===== config.mk =====
export PLATFORM = sky130hd
export DESIGN_NAME = usb_in_ep_arbiter
export DESIGN_NICKNAME = d
export VERILOG_FILES = /design/src/rtl/usb_in_arb_pkg.sv /design/src/rtl/usb_rr_pick.sv /design/src/rtl/usb_in_ep_arbiter.sv
export SDC_FILE = /design/constraint.sdc
export NUM_CORES = 1
export LEC_CHECK = 0
export CAP_MARGIN = 20
export CORE_MARGIN = 4
export CORE_UTILIZATION = 35
export DETAILED_ROUTE_END_ITERATION = 6
export PLACE_DENSITY = 0.76
export SYNTH_ARGS = -nofsm -noshare
export SYNTH_HDL_FRONTEND = slang
export SYNTH_SLANG_ARGS = --single-unit

===== constraint.sdc =====
create_clock -name clk -period 2.95 [get_ports clk]
set_input_delay 0.4425 -clock clk [delete_from_list [all_inputs] [get_ports clk]]
set_output_delay 0.4425 -clock clk [all_outputs]
set_load 0.01 [all_outputs]

===== src/rtl/usb_in_arb_pkg.sv =====
// Shared definitions for the USB IN endpoint arbiter: FSM state encoding and EP index width helper.
// Combinational only; no latency or backpressure of its own.
package usb_in_arb_pkg;

  localparam logic [1:0] ST_IDLE    = 2'd0;
  localparam logic [1:0] ST_GRANT   = 2'd1;
  localparam logic [1:0] ST_RELEASE = 2'd2;

  function automatic int ep_idx_w(input int n);
    return (n <= 2) ? 1 : $clog2(n);
  endfunction

endpackage


===== src/rtl/usb_rr_pick.sv =====
// Round-robin priority picker: first requester at or after ptr (wrapping), as one-hot plus index.
// Purely combinational, zero latency; no backpressure.
module usb_rr_pick
  import usb_in_arb_pkg::*;
#(
  parameter int NUM_EP = 4,
  parameter int IDX_W  = ep_idx_w(NUM_EP)
) (
  input  logic [NUM_EP-1:0] req,
  input  logic [IDX_W-1:0]  ptr,
  output logic [NUM_EP-1:0] gnt_oh,
  output logic [IDX_W-1:0]  gnt_idx,
  output logic              any
);

  logic [IDX_W-1:0] pos;

  // Scan farthest-to-nearest so the nearest requester at/after ptr is the last write.
  always_comb begin
    gnt_oh  = '0;
    gnt_idx = '0;
    any     = 1'b0;
    pos     = '0;
    for (int k = NUM_EP - 1; k >= 0; k--) begin
      pos = IDX_W'((int'(ptr) + k) % NUM_EP);
      if (req[pos]) begin
        gnt_oh      = '0;
        gnt_oh[pos] = 1'b1;
        gnt_idx     = pos;
        any         = 1'b1;
      end
    end
  end

endmodule


===== src/rtl/usb_in_ep_arbiter.sv =====
// Round-robin owner of the shared USB IN buffer; grant one cycle after request, held a whole packet, two dead cycles between grants.
// Backpressure: granted EP's put is gated by buf_data_free; optional watchdog via USB_IN_ARB_TIMEOUT_EN.
module usb_in_ep_arbiter
  import usb_in_arb_pkg::*;
#(
  parameter int NUM_EP         = 4,
  parameter int DATA_W         = 8,
  parameter int TIMEOUT_CYCLES = 4096
) (
  input  logic                     clk,
  input  logic                     reset_n,
  input  logic [NUM_EP-1:0]        ep_req,
  output logic [NUM_EP-1:0]        ep_grant,
  input  logic [NUM_EP-1:0]        ep_data_put,
  input  logic [NUM_EP*DATA_W-1:0] ep_data,
  input  logic [NUM_EP-1:0]        ep_data_done,
  input  logic [NUM_EP-1:0]        ep_stall,
  output logic [NUM_EP-1:0]        ep_data_free,
  output logic [NUM_EP-1:0]        ep_acked,
  input  logic                     buf_data_free,
  output logic                     buf_data_put,
  output logic [DATA_W-1:0]        buf_data,
  output logic                     buf_data_done,
  output logic                     buf_stall,
  input  logic                     buf_acked,
  output logic [2:0]               buf_ep_num,
  output logic                     busy
);

  localparam int IDX_W = ep_idx_w(NUM_EP);

  logic [1:0]        state_q, state_d;
  logic [NUM_EP-1:0] grant_q, grant_d;
  logic [IDX_W-1:0]  g_q, g_d;
  logic [IDX_W-1:0]  rr_q, rr_d;
  logic [IDX_W-1:0]  served_q, served_d;

  logic [NUM_EP-1:0] pick_oh;
  logic [IDX_W-1:0]  pick_idx;
  logic              pick_any;

  logic sel_put, sel_done, sel_stall, sel_req;
  logic timeout_hit;
  logic exit_evt;

  usb_rr_pick #(
    .NUM_EP (NUM_EP),
    .IDX_W  (IDX_W)
  ) u_pick (
    .req     (ep_req),
    .ptr     (rr_q),
    .gnt_oh  (pick_oh),
    .gnt_idx (pick_idx),
    .any     (pick_any)
  );

  assign busy      = (state_q == ST_GRANT);
  assign sel_put   = ep_data_put[g_q];
  assign sel_done  = ep_data_done[g_q];
  assign sel_stall = ep_stall[g_q];
  assign sel_req   = ep_req[g_q];

`ifdef USB_IN_ARB_TIMEOUT_EN
  localparam int CNT_W = $clog2(TIMEOUT_CYCLES) + 1;

  logic [CNT_W-1:0] cnt_q, cnt_d;

  // Any forwarded byte proves the EP is alive, so it restarts the watchdog.
  always_comb begin
    cnt_d = cnt_q;
    if (!busy || buf_data_put) begin
      cnt_d = '0;
    end else begin
      cnt_d = cnt_q + 1'b1;
    end
  end

  assign timeout_hit = busy && (cnt_q == CNT_W'(TIMEOUT_CYCLES - 1));

  always_ff @(posedge clk or negedge reset_n) begin
    if (!reset_n) begin
      cnt_q <= '0;
    end else begin
      cnt_q <= cnt_d;
    end
  end
`else
  logic unused_timeout;
  assign unused_timeout = (TIMEOUT_CYCLES > 0);
  assign timeout_hit    = 1'b0;
`endif

  assign exit_evt = sel_done | sel_stall | ~sel_req | timeout_hit;

  always_comb begin
    state_d  = state_q;
    grant_d  = grant_q;
    g_d      = g_q;
    rr_d     = rr_q;
    served_d = served_q;
    case (state_q)
      ST_IDLE: begin
        if (pick_any) begin
          state_d = ST_GRANT;
          grant_d = pick_oh;
          g_d     = pick_idx;
        end
      end
      ST_GRANT: begin
        if (exit_evt) begin
          state_d = ST_RELEASE;
          grant_d = '0;
          rr_d    = (g_q == IDX_W'(NUM_EP - 1)) ? '0 : g_q + 1'b1;
          // Only a committed packet can be ACKed, so only commits move the ACK route.
          if (sel_done || timeout_hit) begin
            served_d = g_q;
          end
        end
      end
      ST_RELEASE: begin
        state_d = ST_IDLE;
      end
      default: begin
        state_d = ST_IDLE;
        grant_d = '0;
      end
    endcase
  end

  always_ff @(posedge clk or negedge reset_n) begin
    if (!reset_n) begin
      state_q  <= ST_IDLE;
      grant_q  <= '0;
      g_q      <= '0;
      rr_q     <= '0;
      served_q <= '0;
    end else begin
      state_q  <= state_d;
      grant_q  <= grant_d;
      g_q      <= g_d;
      rr_q     <= rr_d;
      served_q <= served_d;
    end
  end

  assign ep_grant      = grant_q;
  assign buf_ep_num    = 3'(g_q);
  assign buf_data_put  = busy & sel_put & buf_data_free;
  assign buf_data      = ep_data[g_q*DATA_W +: DATA_W];
  assign buf_data_done = busy & (sel_done | timeout_hit);
  assign buf_stall     = busy & sel_stall;
  assign ep_data_free  = busy ? (grant_q & {NUM_EP{buf_data_free}}) : '0;

  always_comb begin
    ep_acked           = '0;
    ep_acked[served_q] = buf_acked;
  end

endmodule


==> metrics.cfg <==
[status]
outcome = completed

[final_layout]
final_common_cell = clkdlybuf4s50_1
fillers = 309
antennaDiodeCount = 0
fin_nets = 275
syn_to_final_growth_pct = 65.8
drive_above_1_share_pct = 14.6
final_cell_mix = clkdlybuf4s50_1, nand2_1, mux4_2, dfrtp_1, o21ai_0

[place]
port_buffers = 77
gp_congestion = 1.01
dp_hpwl_um = 3430
place_ws_ns = 0.384

[sta]
rsz0062_at_grt = false
max_freq_mhz = 388
setup_violations = 0
post-route-min-period_ns = 2.58
hold_slack_ns = 0.542
slew_headroom_pct = 53.0
worstMarginPinSlew_ns = 0.699
tns_ns = 0
slew_violations = 0
worst_slack_ns = 0.370
period_share_pct = 87.5
hold_violations = 0
clock-skew-final_ns = 0.00587

[clocking]
clock-sinks = 12
clockRootBuffer = clkbuf_8
cts_hold_buf = 0
numCtsBuffers = 3
cts.path.max_buffers = 2
htree_num_levels = 1
ctsResizeCount = 0
clock_latency_ns = 0.24
cts_tree = built
postCtsSetupRepairBufs = 0
cts.reportedPaths.clkPinSlew_ns = 0.05

[floorplanning]
placementRows = 21
core_um2 = 3470
chipWidth_um = 69.1
start_util_pct = 37.6
chipHeight_um = 69.1
die_area_um2 = 4770
ioPinCount = 79

[global_route]
grt_max_degree = 16
grtUsageTotal_pct = 17.1
grt_pass1_vias = 1351
gr-total-overflow = 0
antenna_found_initial = 0
grt_pass1_wl_um = 6730

[synthesis]
synth.distinct_cells = 37
synth.cell_area_um2 = 1310
ys_seq_area_share_pct = 23.0
syn_nets = 199
synth_area_per_cell_um2 = 9.46
ys_ff_latch = 12
synthCells = 138
yosys_warnings = 0

[drt]
wl_per_cell_um = 15.5
viasPerCell = 5.16
drtIter0Drc = 23
via_count = 1336
drtPass1Iterations = 4
drt.antenna.violating_nets = 0
routed_wl_um = 4010
drcViolationCount = 0

[setup_path]
slowest_stage = dfrtp_1
slowest_delay_ns = 0.65
rr_worst_depth = 6
required_ns = 2.51
start_kind = flop
cp_cell_sequence = mux4_2 -> nand2_1 -> inv_1 -> clkdlybuf4s50_1
end_kind = output pin
cp_max_fo = 9
path_class = reg -> out
worstPathArrival_ns = 2.14

[power_and_ir_drop]
ir_worst_vdd_uv = 448
cellLeakagePower_nw = 0.882
powerDensity_nw_per_um2 = 805

[job]
cap_viol_max_count = 0

[worst_hold_path]
holdCritPathClass = in -> async

## critical path: cells and delay by family, from the launching register on
kind          cells  cell delay [ns]
buf+inv           2             0.56
flops             1             0.65
mux               1             0.58
simple gates      1             0.11
## worst paths after layout
path / from / endpoint / slack (ns)
worst max-delay path: g_q[0] / buf_data_done / 0.37
worst min-delay path: reset_n / g_q[1] / 0.54
worst max register to register: rr_q[1] / ep_grant[1] / 0.46
worst min register to register: ep_grant[3] / ep_grant[3] / 0.54
max in group asynchronous: reset_n / state_q[0] / 2.07
min in group clk: ep_grant[3] / ep_grant[3] / 0.54
## synthesized netlist by cell type, drive strengths merged
master / instances / area, um^2
and3: 6 / 37.5
o22ai: 1 / 6.26
mux2: 3 / 41.3
and4: 1 / 8.76
nor2b: 1 / 6.26
a21boi: 1 / 7.51
mux4: 13 / 293
nor4: 2 / 12.5
dfrtp: 12 / 300
a2111oi: 1 / 15.0
nand3b: 2 / 15.0
a31oi: 1 / 6.26
buf: 8 / 47.5
or3: 1 / 6.26
nand3: 1 / 5.00
mux2i: 1 / 10.0
a21oi: 7 / 35.0
clkbuf: 2 / 7.51
nand2: 22 / 82.6
and2: 1 / 6.26
and3b: 1 / 8.76
inv: 7 / 26.3
o31a: 1 / 8.76
ha: 9 / 113
nor2: 8 / 30.0
or2: 1 / 6.26
nor3: 2 / 10.0
o21ai: 10 / 50.1
conb: 1 / 3.75
or4: 1 / 7.51
or3b: 5 / 43.8
a221o: 4 / 40.0
nor3b: 1 / 7.51
## power by group
group	internal (mW)	switching, mW
sequential	0.233	0.115
clock	0.118	0.0564
combinational	0.674	0.545
total	1.02	0.717
## stage by stage
stage	utilization, %	total power, mW	std cells	instance area, um^2
finish	62.4	1.74	259	2160
global route	62.4	1.89	259	2160
CTS	62.4	1.76	259	2160
detailed placement	60.8	1.58	255	2110
global placement	60.8	1.54	255	2110
floorplan	-	1.09	138	1310
## sequential cells by signal (all words and copies together), names as in the netlist
signal    cells
rr_q          2
served_q      2
ep_grant      4
g_q           2
state_q       2
## layout make-up
| cell class | instances | area, um^2 | area share [%] |
|---|---|---|---|
| Clock buffer | 4 | 55.1 | 2.54 |
| Inverter | 7 | 26.3 | 1.21 |
| Multi-Input combinational cell | 109 | 923 | 42.7 |
| Sequential cell | 12 | 300 | 13.9 |
| Tap cell | 46 | 57.6 | 2.66 |
| Timing Repair Buffer | 81 | 801 | 37.0 |
## per-layer routing
layer / global-route usage [%] / wire (um)
met1: 19.9 / 1570
met2: 31.7 / 2170
met3: 3.49 / 211
met4: 4.34 / 65
met5: 0 / 0
## cells by family after synthesis
| group | share of synthesized area, % |
|---|---|
| AOI/OAI and AO/OA | 12.9 |
| other | 0.287 |
| muxes | 26.4 |
| buffers and inverters | 6.23 |
| adders and majority gates | 8.63 |
| and+or+nand+nor | 22.5 |
| DFF | 23.0 |
(Power assumes the default switching activity.)
